[src/rtl/wb_retire_q.sv]
`default_nettype none
// ============================================================================
// Module   : wb_retire_q
// Purpose  : Writeback/retire stage. A single stage register S captures the
//            MEM2 result through a valid/ready handshake and drives the
//            register-file write/forward bus. Retired entries move from S
//            into a DEPTH-entry trace FIFO drained by a back-pressurable
//            commit-trace consumer. A 64-bit retired-instruction counter is
//            kept alongside.
// Ports    : clk, rst_n (async, active low), flush
//            in_valid/in_ready/in_bus   - MEM2 input handshake
//            fwd_we/fwd_waddr/fwd_wdata - RF write / ID forward bus from S
//            trace_*                    - FIFO head, valid/ready handshake
//            instret                    - retired-instruction count
//            q_count                    - FIFO occupancy
// Options  : WB_X0_SQUASH_EN - when defined, entries targeting x0 have
//            rf_we and rf_wdata forced to 0 at capture into S.
// Revision : 1.0 - initial release
// ============================================================================
module wb_retire_q #(
  parameter  int XLEN  = 64,
  parameter  int DEPTH = 4,
  localparam int IN_WD = 2*XLEN + 38
) (
  input  logic                     clk,
  input  logic                     rst_n,
  input  logic                     flush,
  input  logic                     in_valid,
  output logic                     in_ready,
  input  logic [IN_WD-1:0]         in_bus,
  output logic                     fwd_we,
  output logic [4:0]               fwd_waddr,
  output logic [XLEN-1:0]          fwd_wdata,
  output logic                     trace_valid,
  input  logic                     trace_ready,
  output logic [XLEN-1:0]          trace_pc,
  output logic [31:0]              trace_inst,
  output logic [7:0]               trace_we,
  output logic [4:0]               trace_wnum,
  output logic [XLEN-1:0]          trace_wdata,
  output logic [63:0]              instret,
  output logic [$clog2(DEPTH):0]   q_count
);

  localparam int AW = $clog2(DEPTH);
  localparam int CW = AW + 1;

  typedef struct packed {
    logic            we;
    logic [4:0]      waddr;
    logic [XLEN-1:0] wdata;
    logic [XLEN-1:0] pc;
    logic [31:0]     inst;
  } entry_t;

  // --------------------------------------------------------------------------
  // Input unpack and capture conditioning
  // --------------------------------------------------------------------------
  entry_t in_entry;
  entry_t cap_entry;

  assign in_entry = entry_t'(in_bus);

  always_comb begin
    cap_entry = in_entry;
`ifdef WB_X0_SQUASH_EN
    // x0 writes become architectural no-ops before they reach the RF or trace.
    if (in_entry.waddr == 5'd0) begin
      cap_entry.we    = 1'b0;
      cap_entry.wdata = '0;
    end
`endif
  end

  // --------------------------------------------------------------------------
  // State
  // --------------------------------------------------------------------------
  logic          s_valid_q, s_valid_d;
  entry_t        s_q, s_d;
  entry_t        mem_q [DEPTH];
  entry_t        mem_d [DEPTH];
  logic [AW-1:0] wr_ptr_q, wr_ptr_d;
  logic [AW-1:0] rd_ptr_q, rd_ptr_d;
  logic [CW-1:0] count_q, count_d;
  logic [63:0]   instret_q, instret_d;

  // --------------------------------------------------------------------------
  // Handshake decode
  // --------------------------------------------------------------------------
  logic full, empty, pop, retire, push, accept;

  assign full   = (count_q == CW'(DEPTH));
  assign empty  = (count_q == '0);
  assign pop    = !empty && trace_ready;
  // A pop in the same cycle frees a slot, so a full FIFO can still take S.
  assign retire = s_valid_q && (!full || pop);
  // Flush kills S before it can commit: no push, no count.
  assign push   = retire && !flush;
  assign in_ready = !s_valid_q || retire;
  assign accept = in_valid && in_ready;

  // --------------------------------------------------------------------------
  // Next-state logic
  // --------------------------------------------------------------------------
  always_comb begin
    s_valid_d = s_valid_q;
    s_d       = s_q;
    if (flush) begin
      s_valid_d = 1'b0;
      s_d       = '0;
    end else if (accept) begin
      s_valid_d = 1'b1;
      s_d       = cap_entry;
    end else if (retire) begin
      // Fields are left in place; fwd_we is qualified by s_valid.
      s_valid_d = 1'b0;
    end
  end

  always_comb begin
    mem_d     = mem_q;
    wr_ptr_d  = wr_ptr_q;
    rd_ptr_d  = rd_ptr_q;
    count_d   = count_q;
    instret_d = instret_q;

    if (push) begin
      mem_d[wr_ptr_q] = s_q;
      wr_ptr_d        = wr_ptr_q + AW'(1);
      instret_d       = instret_q + 64'd1;
    end
    if (pop) begin
      rd_ptr_d = rd_ptr_q + AW'(1);
    end

    unique case ({push, pop})
      2'b10:   count_d = count_q + CW'(1);
      2'b01:   count_d = count_q - CW'(1);
      default: count_d = count_q;
    endcase
  end

  // --------------------------------------------------------------------------
  // Registers
  // --------------------------------------------------------------------------
  always_ff @(posedge clk or negedge rst_n) begin
    if (!rst_n) begin
      s_valid_q <= 1'b0;
      s_q       <= '0;
      wr_ptr_q  <= '0;
      rd_ptr_q  <= '0;
      count_q   <= '0;
      instret_q <= '0;
      for (int i = 0; i < DEPTH; i++) begin
        mem_q[i] <= '0;
      end
    end else begin
      s_valid_q <= s_valid_d;
      s_q       <= s_d;
      wr_ptr_q  <= wr_ptr_d;
      rd_ptr_q  <= rd_ptr_d;
      count_q   <= count_d;
      instret_q <= instret_d;
      for (int i = 0; i < DEPTH; i++) begin
        mem_q[i] <= mem_d[i];
      end
    end
  end

  // --------------------------------------------------------------------------
  // Outputs
  // --------------------------------------------------------------------------
  entry_t head;
  assign head = mem_q[rd_ptr_q];

  assign fwd_we      = s_valid_q && s_q.we;
  assign fwd_waddr   = s_q.waddr;
  assign fwd_wdata   = s_q.wdata;

  assign trace_valid = !empty;
  assign trace_pc    = head.pc;
  assign trace_inst  = head.inst;
  assign trace_we    = {8{head.we}};
  assign trace_wnum  = head.waddr;
  assign trace_wdata = head.wdata;

  assign instret     = instret_q;
  assign q_count     = count_q;

endmodule
`default_nettype wire

[config.mk]
export PLATFORM = sky130hd
export DESIGN_NAME = wb_retire_q
export DESIGN_NICKNAME = d
export VERILOG_FILES = /design/src/rtl/wb_retire_q.sv
export SDC_FILE = /design/constraint.sdc
export NUM_CORES = 1
export LEC_CHECK = 0
export ABC_AREA = 0
export CORE_MARGIN = 3
export CORE_UTILIZATION = 56
export CTS_CLUSTER_DIAMETER = 200
export DETAILED_ROUTE_END_ITERATION = 10
export GPL_ROUTABILITY_DRIVEN = 0
export HOLD_SLACK_MARGIN = 0.15
export MAX_ROUTING_LAYER = met4
export PLACE_DENSITY = 0.9
export SYNTH_ARGS = -nofsm -noshare
export SYNTH_HDL_FRONTEND = slang
export SYNTH_SLANG_ARGS = --single-unit
export TNS_END_PERCENT = 1
[constraint.sdc]
create_clock -name clk -period 2.71 [get_ports clk]
set_input_delay 0.542 -clock clk [delete_from_list [all_inputs] [get_ports clk]]
set_output_delay 0.542 -clock clk [all_outputs]
set_load 0.01 [all_outputs]
Word-level counts from Yosys, hierarchy flattened. Index checks and enable logic that the tools add are counted.

Add/subtract/negate cells: 5. Order comparisons: 3. Equality and inequality tests: 3. Mux-type cells: 12. Bitwise operators: 2. Reductions and logical operators: 16.

Operators with widths (number): two-way mux 166 bit (5); bitwise mux 664 bit (1); binary-select mux 166 bit (select 2 bit) (1); demux 166 bit (select 2 bit) (1); adder 64 x 1 -> 64 bit, second input constant (1); >= comparator 3 bit, second input constant (2); logical AND 1 bit (6); NOT 2 -> 3 bit (2); case mux 3 bit (2 select lines) (1); adder 2 x 1 -> 2 bit, second input constant (2); zero test 1 bit (4); nonzero test 2 bit (2); adder 3 x 1 -> 3 bit, second input constant (1); == test 3 bit, second input constant (1); zero test 3 bit (1); < comparator 3 x 1 -> 1 bit, second input constant (1); two-way mux 1 bit (3); nonzero test 3 bit (1); subtractor 3 x 1 -> 3 bit, second input constant (1); == test 2 x 1 -> 1 bit, second input constant (1); == test 2 bit, second input constant (1); logical OR 1 bit (2).

Register bits after elaboration: 902. Word-level logic and storage cells: 71.

Longest topological paths before layout. Gate-level depths: netlist of run 1.

Depth in word-level cells: 9. Mapped depth: 10. Gate-level depth less buffers: 9.

Worst setup path before layout of run 1. OpenSTA, ideal clock, no wires.

Kind: input-to-reg. From: in trace_ready. To: reg count_q[2], in the netlist q_count[2]. Library setup time: 0.079 ns. Arrival time: 2.346 ns. Slack: 0.285 ns. Cell stages on the path: 9. Path buffers: 0. Cell sequence: nor4b_2 > nor2_2 > inv_1 > ha_1 > inv_1 > fa_1 > xor2_1 > nor2_1 > xor2_1.

Word-level cells in the longest chain between the ends: 6.

RTL lines: from (decl) (line 35) `input logic trace_ready,`; logical AND 1 bit (*) (line 94) `assign pop = !empty && trace_ready;`; logical OR 1 bit (line 96) `assign retire = s_valid_q && (!full || pop);`; logical AND 1 bit (line 96); logical AND 1 bit (line 98) `assign push = retire && !flush;`; == test 2 x 1 -> 1 bit or == test 2 bit (tied branches) (line 136) `unique case ({push, pop})`; case mux 3 bit (2 select lines) or nonzero test 2 bit (tied branches); to (signal assigned) (line 162) `count_q <= count_d;`; to (decl) (line 84) `logic [CW-1:0] count_q, count_d;`.

Mark *: on every way between the ends. The rest lies on a longest branch, timed or not. A chain may end at the register's enable or synchronous reset.

Final worst setup path of run 1.
From: reg rd_ptr_q[0]. To: out trace_wdata[57].

Word-level cells in the longest chain between the ends: 4.

RTL lines: from (decl) (line 83) `logic [AW-1:0] rd_ptr_q, rd_ptr_d;`; from (signal assigned) (line 161) `rd_ptr_q <= rd_ptr_d;`; NOT 2 -> 3 bit (implied by the code) (line 174) `assign head = mem_q[rd_ptr_q];`; binary-select mux 166 bit (select 2 bit) (line 174); two-way mux 166 bit (implied by the code) (2 in a row) (line 174); to (decl) (line 40) `output logic [XLEN-1:0] trace_wdata,`.

No other way between the ends. The select of a mux whose other input is x is not followed.

==> results of run 1 <==
==> sequential cells by signal, indices dropped and copies added (netlist names) <==
register / count
fwd_wdata: 64
mem_q: 664
wr_ptr_q: 2
s_q: 97
q_count: 3
s_valid_q: 1
rd_ptr_q: 2
instret: 64
fwd_waddr: 5
==> worst register-to-register path, cell delays in order, from the launching register on <==
cell and delay (ns):
dfrtp_1 0.52, ha_1 0.26, nand4_1 0.13, nor4_1 0.31, buf_4 0.19, nand4_1 0.25, nor4_1 0.47, xnor2_1 0.18
==> per-stage QoR <==
stage	worst slack, ns	cells
after CTS	-0.3174	4229
final	-0.1543	4238
after floorplan	0.2848	2726
after detailed placement	-0.02390	4044
after global placement	0.02725	4044
after global routing	-0.2184	4238
==> cells in the final DEF (no fill, tap or decap), drive strengths merged, types with 4 or more instances in the layout <==
master,count
a21oi,167
and3,8
buf,309
bufinv,8
clkbuf,165
clkdlybuf4s15,10
clkdlybuf4s50,307
clkinv,16
clkinvlp,4
dfrtp,902
ha,6
inv,15
mux2,664
mux4,166
nand2,366
nand3,29
nand4,22
nor2,26
nor3,12
nor4,14
or3,5
xnor2,38
xor2,31
==> cells by family after synthesis <==
group / count (synthesis) / synth area share
flops: 902 / 0.5787
mux: 831 / 0.2878
simple gates: 493 / 0.05454
buf+inv: 256 / 0.03943
compound gates: 168 / 0.02156
xor+xnor: 69 / 0.01549
fa+ha+maj: 7 / 0.002438
==> worst paths after layout <==
kind | cells past startpoint | slack [ns] | to
worst min register to register | 1 | 0.48 | instret[63]
min in group asynchronous | 2 | 0.48 | rd_ptr_q[1]
worst max-delay path | 5 | -0.15 | trace_wdata[57]
worst max register to register | 7 | 0.31 | instret[62]
worst min-delay path | 3 | 0.35 | fwd_wdata[21]
max in group asynchronous | 4 | 1.18 | mem_q[303]
==> per-layer routing <==
layer | vias up | routed length, um
li1 | 10660 | -
met1 | 13370 | 39840
met2 | 1168 | 55520
met3 | 294 | 7588
met4 | 0 | 4490
met5 | - | 0
==> area by class of cell <==
| cell class | count | area, sq um |
|---|---|---|
| diodes | 1 | 2.502 |
| clock buffers | 137 | 2724 |
| clock inverters | 30 | 459.2 |
| fillers | 4061 | 19960 |
| inverters | 13 | 48.80 |
| multi-input cells | 1568 | 14940 |
| flip-flops and latches | 902 | 22580 |
| well taps | 931 | 1165 |
| repair buffers | 656 | 6948 |
==> power breakdown <==
part | leakage, nW | switching (mW) | internal [mW] | total [mW]
combinational | 9.68 | 7.60 | 10.4 | 18.0
clock | 1.55 | 5.38 | 7.77 | 13.1
sequential | 12.1 | 2.90 | 18.1 | 21.0
==> what timing repair did <==
action                                  CTS  global route
hold buffers                              1             0
hold endpoints to repair                 46             0
gates resized for setup                 693            82
endpoints found under the setup margin  174           174
cloned                                    5             4
pin swaps                                 1             0
buffers inserted                         12             6
==> results.sh, run 1 <==
export IMPL_first_iter_violations=2339
export IMPL_routed_via_density=6.015
export IMPL_ys_warn_count=0
export IMPL_synthFlopType="dfrtp_1"
export IMPL_grtUsageTotal=0.3020
export IMPL_fmax_ghz=0.3491
export IMPL_cts_buffers=92
export IMPL_syn_to_final_growth_pct=25.30
export IMPL_ant_nets=0
export IMPL_grt_max_degree=107
export IMPL_initial_core_util=0.5667
export IMPL_yosysSeqAreaShare=0.5787
export IMPL_finalSetupTns_ns=-10.66
export IMPL_port_buffers=482
export IMPL_die_h_um=269.9
export IMPL_routedWlPerCell_um=25.35
export IMPL_fp_coreArea_sq_um=68830
export IMPL_cap_violations=0
export IMPL_grt_pass1_wl_um=166600
export IMPL_synth_distinct_cells=35
export IMPL_clock_latency_ns=0.65
export IMPL_wl_um=107400
export IMPL_grt_pass1_vias=28374
export IMPL_dr_pass1_iters=5
export IMPL_worst_path_buf_inv=4
export IMPL_worst_slack_ns=-0.1543
export IMPL_hpwl_um=68810
export IMPL_critPathMaxStageDelay_ns=0.55
export IMPL_clock_root_buffer="clkbuf_16"
export IMPL_crit_slowest_cell="mux4_2"
export IMPL_rr_startpoint="instret[0]"
export IMPL_synth_top_area_frac=0.5787
export IMPL_finalSetupViolations=153
export IMPL_die_area_sq_um=72850
export IMPL_clock_sinks=902
export IMPL_arrival_ns=2.32
export IMPL_via_count=25492
export IMPL_violations="setup timing"
export IMPL_p_total_mw=52.12
export IMPL_finish_utilization=0.7101
export IMPL_slew_headroom=0.4946
export IMPL_crit_fanout=6
export IMPL_num_rows=96
export IMPL_worstSetupStartpointType="register"
export IMPL_finalCritPeriodShare=1.057
export IMPL_fp_dieW_um=269.9
export IMPL_critPathCaptureType="output port"
export IMPL_use_met2=0.5069
export IMPL_drive_above_1_share=0.4056
export IMPL_cp_required_ns=2.17
export IMPL_ir_drop_v=0.0005931
export IMPL_synth_most_common_cell="dfrtp_1"
export IMPL_critical_path_top_delay_family="buffers and inverters"
export IMPL_overflow=0
export IMPL_htree_levels=3
export IMPL_path_clk_slew_ns=0.06
export IMPL_synth_edf_count=0
export IMPL_p_leak_nw=23.35
export IMPL_syn_area_per_cell_sq_um=14.31
export IMPL_rsz0062_at_grt="yes"
export IMPL_antenna_found_initial=1
export IMPL_cts_tree="yes"
export IMPL_ys_ff_latch=902
export IMPL_async_reset_ff_frac=1.000
export IMPL_timing_final_hold_violations=0
export IMPL_dpl_cell_area_sq_um=45490
export IMPL_power_density_nw_per_um2=1067
export IMPL_final_nets=3411
export IMPL_ios=483
export IMPL_met1_usage=0.3605
export IMPL_netlist_area_sq_um=39000
export IMPL_worstSetupStartpoint="rd_ptr_q[0]"
export IMPL_max_slew_worst_pin_slew_ns=0.7581
export IMPL_drcViolationCount=0
export IMPL_status="complete, but fails checks"
export IMPL_met3_usage=0.05899
export IMPL_crit_path_cell_trace="buf_12 -> buf_8 -> buf_16 -> mux4_2 -> buf_6"
export IMPL_post_route_min_period_ns=2.864
export IMPL_clockBufferDepth=3
export IMPL_synth_fp_nets=2904
export IMPL_gr_max_usage_layer="met2"
export IMPL_finClkSkew_ns=0.03668
export IMPL_synth_common_cells="dfrtp_1 (902), mux2_2 (664), nand2_1 (366)"
export IMPL_synth_cells=2726
export IMPL_slew_viol_final=0
export IMPL_synth_area_top_cells="dfrtp_1 (58%), mux2_2 (19%), mux4_2 (9.6%)"
export IMPL_yosysTopAreaCell="dfrtp_1"
export IMPL_hold_class="in2reg"
export IMPL_stdcell_area_sq_um=48870
export IMPL_fin_hold_ws_ns=0.3541
export IMPL_worst_setup_path_type="reg2out"
export IMPL_hp_start="flush"
Power figures use the tool's default switching activity.
==> run 2: changes to the inputs <==
--- a/config.mk
+++ b/config.mk
@@ -14,6 +14,7 @@
 export HOLD_SLACK_MARGIN = 0.15
 export MAX_ROUTING_LAYER = met4
 export PLACE_DENSITY = 0.9
+export REMOVE_ABC_BUFFERS = 1
 export SYNTH_ARGS = -nofsm -noshare
 export SYNTH_HDL_FRONTEND = slang
 export SYNTH_SLANG_ARGS = --single-unit
==> run 2 against run 1 <==
Against the previous run: the run still ends with setup timing left; worst hold slack gained 0.10 ns; clock skew is 0.013 ns lower; core utilization is 0.48 points higher; sequential share of layout area shrank 0.31 points; global-route usage decreased by 0.23 points; design area increased by 0.67%; die area is the same; register-to-register slack got worse by 0.11 ns; fmax is 1.2% lower.
==> results.sh, run 2 (same netlist as run 1, synthesis figures left out) <==
export IMPL_routedWlPerCell_um=25.12
export IMPL_rr_startpoint="instret[0]"
export IMPL_grtUsageTotal=0.2997
export IMPL_fp_coreArea_sq_um=68830
export IMPL_p_sw_mw=15.88
export IMPL_overflow=0
export IMPL_ff2ff_path_depth=7
export IMPL_htree_levels=3
export IMPL_seq_power_share=0.398
export IMPL_p_leak_nw=23.50
export IMPL_post_route_min_period_ns=2.900
export IMPL_violations="setup timing"
export IMPL_pre_cts_slack_ns=-0.1863
export IMPL_p_int_mw=36.80
export IMPL_final_nets=3421
export IMPL_hpwl_um=67550
export IMPL_die_area_sq_um=72850
export IMPL_worstSetupStartpointType="register"
export IMPL_port_buffers=482
export IMPL_initial_core_util=0.5667
export IMPL_ios=483
export IMPL_critPathCaptureType="output port"
export IMPL_worst_setup_path_type="reg2out"
export IMPL_worst_slack_ns=-0.1897
export IMPL_regMostFlops="mem_q"
export IMPL_dr_pass1_iters=5
export IMPL_fp_dieW_um=269.9
export IMPL_worstSetupStartpoint="rd_ptr_q[0]"
export IMPL_placedCellCount=4045
export IMPL_finish_utilization=0.7148
export IMPL_cap_violations=0
export IMPL_fmax_ghz=0.3449
export IMPL_p_clk_frac=0.247
export IMPL_via_count=25410
export IMPL_fin_cells=4246
export IMPL_slew_headroom=0.4918
export IMPL_first_iter_violations=2111
export IMPL_crit_path_cell_trace="buf_12 -> buf_16 -> buf_12 -> buf_16 -> mux4_2 -> buf_6"
export IMPL_crit_end="trace_pc[33]"
export IMPL_drcViolationCount=0
export IMPL_reg2reg_slack_ns=0.20
export IMPL_arrival_ns=2.36
export IMPL_finalCritPeriodShare=1.070
export IMPL_ir_drop_v=0.0008583
export IMPL_finClkSkew_ns=0.02322
export IMPL_cts_buffers=90
export IMPL_ant_nets=0
export IMPL_status="complete, but fails checks"
export IMPL_cts_tree="yes"
export IMPL_crit_fanout=7
export IMPL_syn_to_final_growth_pct=26.14
export IMPL_grt_pass1_wl_um=165500
export IMPL_grt_max_degree=84
export IMPL_critPathMaxStageDelay_ns=0.50
export IMPL_cp_required_ns=2.17
export IMPL_routed_via_density=5.984
export IMPL_largest_reg_flops=664
export IMPL_comb_power_share=0.355
export IMPL_antenna_found_initial=1
export IMPL_clock_latency_ns=0.63
export IMPL_netSwitchingFraction=0.3015
export IMPL_r2r_end="instret[62]"
export IMPL_top_regs="mem_q: 664 flops, s_q: 97 flops"
export IMPL_final_common_cell="dfrtp_1"
export IMPL_power_density_nw_per_um2=1071
export IMPL_fin_hold_ws_ns=0.4568
export IMPL_hold_class="in2reg"
export IMPL_wl_um=106600
export IMPL_timing_final_hold_violations=0
export IMPL_clock_root_buffer="clkbuf_16"
export IMPL_p_total_mw=52.68
export IMPL_num_rows=96
export IMPL_layout_common_cells="dfrtp_1 (900), mux2_2 (664), nand2_1 (361), clkdlybuf4s50_1 (306), a21oi_1 (167)"
export IMPL_drive_above_1_share=0.4092
export IMPL_clock_sinks=902
export IMPL_grt_pass1_vias=28032
export IMPL_die_h_um=269.9
export IMPL_path_clk_slew_ns=0.07
export IMPL_max_slew_worst_pin_slew_ns=0.7624
export IMPL_clockBufferDepth=3
export IMPL_rsz0062_at_grt="yes"
export IMPL_crit_slowest_cell="dfrtp_4"
export IMPL_finalSetupViolations=145
export IMPL_slew_viol_final=0
[run 2: changes by cell type in the layout (fill, tap and decap cells not counted), sizes merged]
cell           change
clkinv             +5
clkdlybuf4s15      -9
clkinvlp           -2
bufinv             +2
inv                +2
buf               +47
clkbuf            -36
clkdlybuf4s50      -1
[run 2: per-stage QoR]
stage | cell area, sq um | TNS (ns)
4_1_cts | 49040 | -18.71
2_1_floorplan | 37510 | -2884.19
5_1_grt | 49200 | -24.08
3_5_place_dp | 45530 | -0.7915
6_report | 49200 | -15.52
3_3_place_gp | 45530 | -1.876
[run 2: worst min-delay path by stage]
stage | endpoint | startpoint | cells after the start
final | fwd_wdata[49] | in_bus[145] | 3
after CTS | fwd_wdata[23] | in_bus[119] | 3
after global routing | fwd_wdata[47] | in_bus[143] | 3
after floorplan | fwd_waddr[0] | rst_n | 0
after global placement | instret[63] | instret[63] | 1
after detailed placement | instret[63] | instret[63] | 1
[run 2: repair_timing]
item	4_1_cts	5_1_grt
resized for setup	825	29
endpoints found under the hold margin	46	0
hold buffers	1	0
buffers inserted	21	7
pin swaps	1	0
setup endpoints to repair	174	155
gates cloned	9	0
[run 2: layout make-up]
type                    count  area, sq um
repair buffers            668         7362
multi-input cells        1568        14940
inverters                  13        48.80
flip-flops and latches    902        22580
well taps                 931         1165
clock inverters            37        489.2
clock buffers             126         2610
diodes                      1        2.502
fillers                  4033        19630
[run 2: per-layer routing]
layer | wire length [um] | share of wire | GRT usage
met1 | 40190 | 0.38 | 0.3606
met2 | 56140 | 0.53 | 0.5114
met3 | 6372 | 0.060 | 0.05001
met4 | 3935 | 0.037 | 0.1130
met5 | 0 | 0 | -
[run 2: worst max-delay path: cells and delay by family (launching register included)]
family / cells / cell delay (ns)
buffers and inverters: 5 / 0.74
muxes: 1 / 0.48
DFF: 1 / 0.50
[run 2: power by group through the flow]
stage / clock, mW / combinational [mW] / sequential, mW
floorplan: 0 / 8.67 / 20.3
global placement: 0 / 16.7 / 20.2
detailed placement: 0 / 17.3 / 20.9
CTS: 13.1 / 18.4 / 20.8
global route: 13.7 / 19.6 / 21.4
finish: 13.0 / 18.7 / 20.9
